`src/rtl/mips_mem_pkg.sv`:
```
// Shared definitions for the unified-memory port arbiter: FSM encoding,
// byte-enable constants, requester identifiers and address helpers.
package mips_mem_pkg;

    // Arbiter FSM state encoding
    localparam logic [1:0] S_IDLE     = 2'd0;
    localparam logic [1:0] S_GRANT_IF = 2'd1;
    localparam logic [1:0] S_GRANT_D  = 2'd2;
    localparam logic [1:0] S_RESP     = 2'd3;

    // All four byte lanes enabled (word access)
    localparam logic [3:0] BE_WORD = 4'hF;

    // Requester identifiers, used for round-robin and response routing
    typedef enum logic {
        REQ_IF = 1'b0,
        REQ_D  = 1'b1
    } req_id_e;

    // Memory is addressed by word; the low two bits are always cleared
    function automatic logic [31:0] word_addr(input logic [31:0] addr);
        return addr & 32'hFFFF_FFFC;
    endfunction

endpackage

```
`src/rtl/mem_port_arbiter_if.sv`:
```
// Memory-side bus of the arbiter: a request/ready handshake with
// word address, byte enables and data in both directions.
interface mem_port_arbiter_if;

    logic        mem_req;
    logic        mem_we;
    logic [3:0]  mem_be;
    logic [31:0] mem_addr;
    logic [31:0] mem_wdata;
    logic [31:0] mem_rdata;
    logic        mem_ready;

    // Arbiter side drives the request
    modport master (
        output mem_req, mem_we, mem_be, mem_addr, mem_wdata,
        input  mem_rdata, mem_ready
    );

    // Memory side answers it
    modport slave (
        input  mem_req, mem_we, mem_be, mem_addr, mem_wdata,
        output mem_rdata, mem_ready
    );

endinterface

```
`src/rtl/mem_byte_lane.sv`:
```
// Byte-lane formatting: store-side byte enables / lane replication and
// load-side byte extraction with sign or zero extension. Purely combinational.
module mem_byte_lane
    import mips_mem_pkg::*;
(
    input  logic        st_byte,
    input  logic [1:0]  st_addr_lo,
    input  logic [31:0] st_wdata,
    output logic [3:0]  st_be,
    output logic [31:0] st_wdata_lane,

    input  logic        ld_byte,
    input  logic        ld_sign,
    input  logic [1:0]  ld_addr_lo,
    input  logic [31:0] ld_rdata,
    output logic [31:0] ld_data
);

    logic [7:0] ld_byte_val;

    // Store formatting: a byte store is replicated to every lane so the
    // selected enable picks the right one regardless of offset
    always_comb begin
        // NOTE: every output gets a default first so no path leaves it unassigned (no latch).
        st_be         = BE_WORD;
        st_wdata_lane = st_wdata;
        if (st_byte) begin
            st_be         = 4'b0001 << st_addr_lo;
            st_wdata_lane = {4{st_wdata[7:0]}};
        end
    end

    // Load formatting: pick the addressed byte and extend it to 32 bits
    always_comb begin
        ld_byte_val = ld_rdata[{ld_addr_lo, 3'b000} +: 8];
        ld_data     = ld_rdata;
        if (ld_byte) begin
            ld_data = {{24{ld_sign & ld_byte_val[7]}}, ld_byte_val};
        end
    end

endmodule

```
`src/rtl/mem_port_arbiter.sv`:
```
// Shares one single-ported memory between instruction fetch and data
// access. One transaction at a time, round-robin when both request,
// with misalignment and timeout errors and fetch suppression while halted.
module mem_port_arbiter
    import mips_mem_pkg::*;
#(
    parameter int TIMEOUT = 16,
    parameter int CNT_W   = 5
) (
    input  logic        clk,
    input  logic        rst_n,

    input  logic        if_req,
    input  logic [31:0] if_addr,
    output logic [31:0] if_rdata,
    output logic        if_ack,
    output logic        if_err,

    input  logic        d_req,
    input  logic        d_we,
    input  logic        d_byte,
    input  logic        d_sign,
    input  logic [31:0] d_addr,
    input  logic [31:0] d_wdata,
    output logic [31:0] d_rdata,
    output logic        d_ack,
    output logic        d_err,

    input  logic        halted,
    output logic        idle,

    mem_port_arbiter_if.master mem
);

    logic [1:0]       state_q, state_d;
    req_id_e          last_q, last_d;
    req_id_e          cur_q, cur_d;
    logic [CNT_W-1:0] cnt_q, cnt_d;
    logic             we_q, we_d;
    logic [3:0]       be_q, be_d;
    logic [31:0]      addr_q, addr_d;
    logic [31:0]      wdata_q, wdata_d;
    logic [31:0]      rdata_q, rdata_d;
    logic             err_q, err_d;
    logic             byte_q, byte_d;
    logic             sign_q, sign_d;
    logic [1:0]       lo_q, lo_d;

    logic [3:0]       lane_be;
    logic [31:0]      lane_wdata;
    logic [31:0]      ld_data;
    logic             if_ok;
    logic             pick_d;
    logic             pick_if;
    logic             resp;

    mem_byte_lane u_lane (
        .st_byte       (d_byte),
        .st_addr_lo    (d_addr[1:0]),
        .st_wdata      (d_wdata),
        .st_be         (lane_be),
        .st_wdata_lane (lane_wdata),
        .ld_byte       (byte_q),
        .ld_sign       (sign_q),
        .ld_addr_lo    (lo_q),
        .ld_rdata      (rdata_q),
        .ld_data       (ld_data)
    );

    // Arbitration: fetch is ineligible while halted; on contention the
    // requester not granted last wins
    always_comb begin
        if_ok   = if_req && !halted;
        pick_d  = d_req && (!if_ok || last_q == REQ_IF);
        pick_if = if_ok && !pick_d;
    end

    // Next-state and transaction-register logic
    always_comb begin
        state_d = state_q;
        last_d  = last_q;
        cur_d   = cur_q;
        cnt_d   = cnt_q;
        we_d    = we_q;
        be_d    = be_q;
        addr_d  = addr_q;
        wdata_d = wdata_q;
        rdata_d = rdata_q;
        err_d   = err_q;
        byte_d  = byte_q;
        sign_d  = sign_q;
        lo_d    = lo_q;
        case (state_q)
            S_IDLE: begin
                cnt_d   = '0;
                err_d   = 1'b0;
                rdata_d = '0;
                if (pick_d) begin
                    cur_d  = REQ_D;
                    byte_d = d_byte;
                    sign_d = d_sign;
                    lo_d   = d_addr[1:0];
                    if (!d_byte && d_addr[1:0] != 2'b00) begin
                        // Misaligned word: answer with an error, never touch memory
                        err_d   = 1'b1;
                        state_d = S_RESP;
                    end else begin
                        we_d    = d_we;
                        be_d    = lane_be;
                        addr_d  = word_addr(d_addr);
                        wdata_d = lane_wdata;
                        state_d = S_GRANT_D;
                    end
                end else if (pick_if) begin
                    cur_d   = REQ_IF;
                    byte_d  = 1'b0;
                    sign_d  = 1'b0;
                    lo_d    = 2'b00;
                    we_d    = 1'b0;
                    be_d    = BE_WORD;
                    addr_d  = word_addr(if_addr);
                    wdata_d = '0;
                    state_d = S_GRANT_IF;
                end
            end
            S_GRANT_IF, S_GRANT_D: begin
                if (mem.mem_ready) begin
                    rdata_d = mem.mem_rdata;
                    state_d = S_RESP;
                end else if (cnt_q == CNT_W'(TIMEOUT - 1)) begin
                    err_d   = 1'b1;
                    rdata_d = '0;
                    state_d = S_RESP;
                end else begin
                    cnt_d = cnt_q + CNT_W'(1);
                end
            end
            S_RESP: begin
                last_d  = cur_q;
                we_d    = 1'b0;
                be_d    = '0;
                addr_d  = '0;
                wdata_d = '0;
                state_d = S_IDLE;
            end
            default: state_d = S_IDLE;
        endcase
    end

    // State registers; reset also drops mem_req at once since it decodes state
    always_ff @(posedge clk or negedge rst_n) begin
        if (!rst_n) begin
            state_q <= S_IDLE;
            last_q  <= REQ_IF;
            cur_q   <= REQ_IF;
            cnt_q   <= '0;
            we_q    <= 1'b0;
            be_q    <= '0;
            addr_q  <= '0;
            wdata_q <= '0;
            rdata_q <= '0;
            err_q   <= 1'b0;
            byte_q  <= 1'b0;
            sign_q  <= 1'b0;
            lo_q    <= 2'b00;
        end else begin
            // NOTE: non-blocking assignments so every flop samples pre-edge values.
            state_q <= state_d;
            last_q  <= last_d;
            cur_q   <= cur_d;
            cnt_q   <= cnt_d;
            we_q    <= we_d;
            be_q    <= be_d;
            addr_q  <= addr_d;
            wdata_q <= wdata_d;
            rdata_q <= rdata_d;
            err_q   <= err_d;
            byte_q  <= byte_d;
            sign_q  <= sign_d;
            lo_q    <= lo_d;
        end
    end

    // Output decode: acks pulse only in RESP, read data is zero outside an ack or on error
    always_comb begin
        resp          = (state_q == S_RESP);
        idle          = (state_q == S_IDLE);
        mem.mem_req   = (state_q == S_GRANT_IF) || (state_q == S_GRANT_D);
        mem.mem_we    = we_q;
        mem.mem_be    = be_q;
        mem.mem_addr  = addr_q;
        mem.mem_wdata = wdata_q;
        if_ack        = resp && (cur_q == REQ_IF);
        d_ack         = resp && (cur_q == REQ_D);
        if_err        = if_ack && err_q;
        d_err         = d_ack && err_q;
        if_rdata      = (if_ack && !err_q) ? rdata_q : 32'h0;
        d_rdata       = (d_ack && !err_q) ? ld_data : 32'h0;
    end

endmodule

```
`src/flat_wrapper.sv`:
```
// flat-port wrapper written by rule: the top's interface ports become plain ports
module mem_port_arbiter_flat import mips_mem_pkg::*;
#(
    parameter int TIMEOUT = 16,
    parameter int CNT_W   = 5
)
  (clk, rst_n, if_req, if_addr, if_rdata, if_ack, if_err, d_req, d_we, d_byte, d_sign, d_addr, d_wdata, d_rdata, d_ack, d_err, halted, idle, mem_mem_req, mem_mem_we, mem_mem_be, mem_mem_addr, mem_mem_wdata, mem_mem_rdata, mem_mem_ready);
  mem_port_arbiter_if mem_i ();
  input  logic clk;
  input  logic rst_n;
  input  logic if_req;
  input  logic [31:0] if_addr;
  output logic [31:0] if_rdata;
  output logic if_ack;
  output logic if_err;
  input  logic d_req;
  input  logic d_we;
  input  logic d_byte;
  input  logic d_sign;
  input  logic [31:0] d_addr;
  input  logic [31:0] d_wdata;
  output logic [31:0] d_rdata;
  output logic d_ack;
  output logic d_err;
  input  logic halted;
  output logic idle;
  output wire logic [$bits(mem_i.mem_req)-1:0] mem_mem_req;
  output wire logic [$bits(mem_i.mem_we)-1:0] mem_mem_we;
  output wire logic [$bits(mem_i.mem_be)-1:0] mem_mem_be;
  output wire logic [$bits(mem_i.mem_addr)-1:0] mem_mem_addr;
  output wire logic [$bits(mem_i.mem_wdata)-1:0] mem_mem_wdata;
  input wire logic [$bits(mem_i.mem_rdata)-1:0] mem_mem_rdata;
  input wire logic [$bits(mem_i.mem_ready)-1:0] mem_mem_ready;
  assign mem_mem_req = mem_i.mem_req;
  assign mem_mem_we = mem_i.mem_we;
  assign mem_mem_be = mem_i.mem_be;
  assign mem_mem_addr = mem_i.mem_addr;
  assign mem_mem_wdata = mem_i.mem_wdata;
  assign mem_i.mem_rdata = mem_mem_rdata;
  assign mem_i.mem_ready = mem_mem_ready;
  mem_port_arbiter #(.TIMEOUT(TIMEOUT), .CNT_W(CNT_W)) u_core (.clk(clk), .rst_n(rst_n), .if_req(if_req), .if_addr(if_addr), .if_rdata(if_rdata), .if_ack(if_ack), .if_err(if_err), .d_req(d_req), .d_we(d_we), .d_byte(d_byte), .d_sign(d_sign), .d_addr(d_addr), .d_wdata(d_wdata), .d_rdata(d_rdata), .d_ack(d_ack), .d_err(d_err), .halted(halted), .idle(idle), .mem(mem_i));
endmodule
```
`config.mk`:
```
export PLATFORM = sky130hd
export DESIGN_NAME = mem_port_arbiter_flat
export DESIGN_NICKNAME = d
export VERILOG_FILES = /design/src/rtl/mips_mem_pkg.sv /design/src/rtl/mem_port_arbiter_if.sv /design/src/rtl/mem_byte_lane.sv /design/src/rtl/mem_port_arbiter.sv /design/src/flat_wrapper.sv
export SDC_FILE = /design/constraint.sdc
export NUM_CORES = 1
export LEC_CHECK = 0
export CAP_MARGIN = 40
export CORE_ASPECT_RATIO = 1.25
export CORE_MARGIN = 3
export CORE_UTILIZATION = 46
export CTS_CLUSTER_DIAMETER = 50
export DETAILED_ROUTE_END_ITERATION = 8
export HOLD_SLACK_MARGIN = 0.03
export PLACE_DENSITY = 0.83
export SKIP_LAST_GASP = 1
export SYNTH_ARGS = -nofsm -noshare
export SYNTH_HDL_FRONTEND = slang
export SYNTH_SLANG_ARGS = --single-unit
export TNS_END_PERCENT = 30
```
`constraint.sdc`:
```
create_clock -name clk -period 4.3 [get_ports clk]
set_input_delay 0.86 -clock clk [delete_from_list [all_inputs] [get_ports clk]]
set_output_delay 0.86 -clock clk [all_outputs]
set_load 0.02 [all_outputs]
```
* Yosys cells after proc, flatten, opt, wreduce, memory -nomap -nowiden
Index checks and enable logic that the tools add are counted.
Storage, ports and cells: register bits after elaboration 115, bits of input ports 137, output and inout port bits 139, logic and storage cells 101
Cells by class: add/sub/neg operators 1, equal/unequal tests 10, shift-type cells 2, mux-type cells 43, bitwise gates (word level) 3, reduce and logical (&&, ||, !) cells 29
Operator list (number):
- 32-bit 2-to-1 mux | 12
- 32-bit case mux with 2 select lines | 3
- 32-bit by 6-bit variable part select with 8-bit output | 1
- 4-bit 2-to-1 mux | 4
- 2-bit 2-to-1 mux | 6
- 1-bit 2-to-1 mux | 11
- 1-bit logical AND | 10
- 5-bit 2-to-1 mux | 2
- 5-bit case mux with 2 select lines | 1
- 3-bit AND reduction | 3
- 4-bit case mux with 2 select lines | 1
- 2-bit nonzero test | 4
- 2-bit case mux with 3 select lines | 1
- 2-bit AND reduction | 3
- 5-bit by 1-bit adder with 5-bit output, second input constant | 1
- 5-bit by 4-bit == test with 1-bit output, second input constant | 1
- 1-bit zero test | 5
- 2-bit == test, second input constant | 2
- 2-bit inequality test, second input constant | 2
- 1-bit case mux with 2 select lines | 2
- 1-bit by 2-bit left shift with 4-bit output, first input constant | 1
- 3-bit by 1-bit inequality test with 1-bit output, second input constant | 1
- 3-bit by 2-bit inequality test with 1-bit output, second input constant | 1
- 3-bit inequality test, second input constant | 1
- other kinds (7) | 9

* Longest topological paths before layout
depth in word-level cells 10, depth in mapped cells 9, depth with buffers taken out 7

* Hierarchy
A second synthesis with hierarchy kept.
Unflattened totals: cell total of the unflattened synthesis 738, area, all modules 6685.2 µm²
By module, submodules not included:
- mem_port_arbiter | instances 1, cells an instance 560, area each 5665.4 µm², seq. area each 2827.7 µm²
- mem_byte_lane | instances 1, cells an instance 178, area each 1019.7 µm², seq. area each 0.0 µm²

* Worst setup path after synthesis
Ideal clock, no wire load.
kind register to output, start point register u_core.state_q[0], end point output port if_err, arrival time 1657 ps, required time 3440 ps, path slack 1783 ps, stages on the path, launching flop included 7, path buffers 2, cell sequence dfrtp_1 > ha_1 > inv_1 > clkbuf_1 > clkbuf_1 > nor2_1 > and2_1
Between the ends: longest elaborated chain between the ends 3
Ends and longest elaborated chain:
- start, declared | line mem_port_arbiter.sv:35 | logic [1:0] state_q, state_d;
- start signal, assigned | line mem_port_arbiter.sv:168 | state_q <= state_d;
- 2-bit == test | line mem_port_arbiter.sv:186 | resp = (state_q == S_RESP);
- 1-bit logical AND | line mem_port_arbiter.sv:193 | if_ack = resp && (cur_q == REQ_IF);
- via if_ack | line flat_wrapper.sv:14 | output logic if_ack;
- 1-bit logical AND | line mem_port_arbiter.sv:195 | if_err = if_ack && err_q;
- end, declared | line flat_wrapper.sv:15 | output logic if_err;
The timed path passes the listed nets, and every way through them passes these cells.

* Worst setup path in the final report
start point register u_core.lo_q[0], end point output port d_rdata[15]
Between the ends: longest elaborated chain between the ends 4
Ends and longest elaborated chain:
- start, declared | line mem_port_arbiter.sv:47 | logic [1:0] lo_q, lo_d;
- start signal, assigned | line mem_port_arbiter.sv:180 | lo_q <= lo_d;
- 32-bit by 6-bit variable part select with 8-bit output | line mem_byte_lane.sv:35 | ld_byte_val = ld_rdata[{ld_addr_lo, 3'b000} +: 8];
- 1-bit bitwise AND | line mem_byte_lane.sv:38 | ld_data = {{24{ld_sign & ld_byte_val[7]}}, ld_byte_val};
- 32-bit 2-to-1 mux | line mem_byte_lane.sv:37 | if (ld_byte) begin
- 32-bit 2-to-1 mux | line mem_port_arbiter.sv:198 | d_rdata = (d_ack && !err_q) ? ld_data : 32'h0;
- end, declared | line flat_wrapper.sv:22 | output logic [31:0] d_rdata;
Every way passes these cells.

==> results.md <==
- R2R Path Start: u_core.cnt_q[0]
- H-tree Lvls: 4
- Synth async-reset ratio: 100%
- Initial antenna violation count: 0
- Post-Syn Instances: around 680
- Synth-to-Final Area Change: 54.3%
- Reg-to-reg slack, setup: between 1.5 and 2 ns
- Worst Setup SP: u_core.lo_q[0]
- Die Area: 15200 um^2
- Tot GR Track Use: roughly 25%
- Setup TNS: 0 ns
- Worst hold path depth: 2
- Detail Placement HPWL: ~14 mm
- Layout Skew: around 0.0067 ns
- Yosys top cell by area: dfrtp_1
- Register area: 2830 um^2
- Crit path largest cell delay: approximately 0.6 ns
- CP Class: flop to primary output
- Syn avg cell area: slightly above 9 um^2
- Pin count of the biggest net entering global routing: 75
- Final setup viols: 0
- Core area: approximately 13000 um^2
- Min setup slack post-route: approximately 0.55 ns
- Syn Std Cell Area: approximately 6300 um^2
- Top cells by area, synth: dfrtp_1 45%, nand2_1 8.7%, mux2_4 7.1%
- CTS Buf Count: 17
- Port-buffer cells: 271
- Startpoint types: flop
- DIE WIDTH: about 110 um
- Post-CTS setup buffer count: 0
- Post-synth top cells: 147 x nand2_1, 113 x dfrtp_1, 56 x nor2_1
- Clock Sinks: ~110
- CP Buf/Inv Count: 1
- Top-count cell post-synth: nand2_1
- Worst-Margin Slew: between 0.8 and 0.9 ns
- Endpoints failing hold: 0
- Fin. max-slew vios: 0
- Max clock buf depth: 2
- Netlist cell types: 36
- Main flop type after synthesis: dfrtp_1
- Final hold slack: approximately 0.49 ns
- Crit. End Element: primary output
- Wirelength per Cell: around 17 um
- Ports: 276
- Post-synth EDFFs: 0
- GPL Wtd Cong: roughly 0.84
- Grt total ovfl: 0
- Hold path endpoint: u_core.rdata_q[0]
- Main combinational cell family by area after synthesis: simple AND/OR/NAND/NOR gates
- RSZ-0062 raised after global routing: no
- Worst hold path type: flop to flop
- Worst VDD drop: approximately 0.44 mV
- Cell leakage power: roughly 4.4 nW
- Placed Area: about 9000 um^2
- CP arrival: just under 3 ns
- Seq/Total Area, Yosys: roughly 45%
- WL final: 19.3 mm
- Fmax achieved: approximately 270 MHz
- Post-synthesis mux area share: a little over 20%
- Vias post-DR: around 5800
- Register bit total from synthesis: between 100 and 150
- Synth Area in Simple Gates: between 20% and 30%
- Drt drc: 0
- Pwr dens: 723 nW/um^2
- Root Buffer: clkbuf_16
- Hold_buf cts: 0
- Crit path max fanout: 24
- Post-synthesis xor/xnor area fraction: less than 1%
- Status: finished clean
- Post-synth top area share: roughly 45%
- Fill count: between 1000 and 1500
- Fraction of layout cells with a size suffix above 1: about an eighth
- Initial Utilization: approximately 48%
- Area of the multi-input gates: approximately 3300 um^2
- First-pass GRT wire length: 29.5 mm
- DR pass1 iterations: 6
- Slew HR: a little under half
- Clock latency on the worst-skew pair: around 0.4 ns
- # rows: 47
- Max Cap Viol: 0
- Min Tclk post-route: approximately 3.7 ns
- CTS tree: yes
- Final Instance Area: approximately 9800 um^2
- Worst-case reg-to-reg path depth: 7
- Vias in the first global route: 5672
- R2R Path End: u_core.rdata_q[4]
- Worst path top cell family by delay: compound AO/OA/AOI/OAI gates
- Vias per Instance: 5.18
- Synth warn: 0
- Cts repair resizes: 0
- Adder-cell share of the synthesized area: 0.986%
- Crit-path slowest cell: a211o_1
- Complex-gate fraction of the synthesized area: between 8 and 9%
- Layout Nets: between 1000 and 1500
- Clk slew on worst S/H paths: 0.05 ns
- Required time worst endpoint: approximately 3.4 ns
- Final period utilization: a little under 90%
- Final Power: 7.08 mW
- Number of diodes: 0
- Die Span Y: ~140 um
- Routed Antenna Nets: 0
- Setup WS pre-CTS: roughly 0.95 ns
- Initial DRC Count: 320
- Worst-path cell chain: mux4_2, nand2_1, a211o_1, nor2_1, clkdlybuf4s50_1
- Hold wc startpoint: u_core.rdata_q[0]
## final cells by class
type | instances | share of cell area (%)
Clock buffer | 21 | 4.70
Multi-Input combinational cell | 509 | 33.3
Timing Repair Buffer | 281 | 28.8
Clock inverter | 10 | 1.87
Sequential cell | 113 | 28.9
Tap cell | 171 | 2.19
Inverter | 6 | 0.230
## state kept, by name, indices dropped and copies added, names as in the netlist
signal	count
u_core.rdata_q	32
u_core.cur_q	1
u_core.err_q	1
u_core.mem.mem_addr	30
u_core.lo_q	2
u_core.byte_q	1
u_core.mem.mem_be	4
u_core.mem.mem_we	1
u_core.mem.mem_wdata	32
u_core.cnt_q	5
u_core.last_q	1
u_core.sign_q	1
u_core.state_q	2
## per-stage QoR
stage	instances	utilization (%)
6_report	1111	73.3
5_1_grt	1111	73.3
4_1_cts	1111	73.3
3_5_place_dp	1080	68.5
3_3_place_gp	1079	68.4
2_1_floorplan	679	-
## placed cells by master, fill, tap and decap left out, drive strengths merged, types with 5 or more instances in the layout
cell type      Yosys  layout
clkbuf            36      21
nand2b            28      28
nand3              5       5
inv                6       6
mux2i             40      40
dfrtp            113     113
nand2            147     147
nor2              56      56
ha                 5       5
a21oi             33      33
bufinv             0       5
mux2              68      68
and2              35      35
o21ai             50      50
buf               15      11
clkdlybuf4s50      0     270
and3              12      12
## how the worst max path moves through the flow
stage	end	slack (ns)	depth (start not counted)
floorplan	if_err	1.78	6
global placement	d_rdata[11]	1.00	5
detailed placement	d_rdata[11]	0.95	5
CTS	d_rdata[11]	0.51	5
global route	d_rdata[10]	0.36	5
finish	d_rdata[15]	0.55	5
## power breakdown
part	leakage (nW)	switching (mW)	total, mW	internal, mW
registers	1.46	0.315	1.82	1.50
clock network	0.305	0.482	1.54	1.05
logic	2.62	1.90	3.72	1.83
total	4.39	2.70	7.08	4.38
## logic make-up after synthesis
| group | Yosys count |
|---|---|
| flip-flops | 113 |
| adder cells (fa/ha/maj) | 5 |
| multiplexers | 109 |
| buffers and inverters | 57 |
| AND/OR/NAND/NOR | 294 |
| AO/OA/AOI/OAI | 97 |
| other | 1 |
| XOR/XNOR | 2 |
## metal layers
metal  vias to the layer above  global-route usage [%]  share of wire (%)
met4                         0                    11.2                3.8
met5                         -                       0                  0
li1                       2758                       -                  -
met1                      2700                    26.2                 37
met3                        48                    9.09                9.1
met2                       247                    43.4                 50
## worst register-to-register path: cells and delay by family, from the launching register on
kind / cells / cell delay (ns)
flops: 1 / 0.41
simple gates: 3 / 0.83
fa+ha+maj: 2 / 0.44
compound gates: 1 / 0.23
buf+inv: 1 / 0.45
Note: power is estimated with default switching activity, not from simulation.
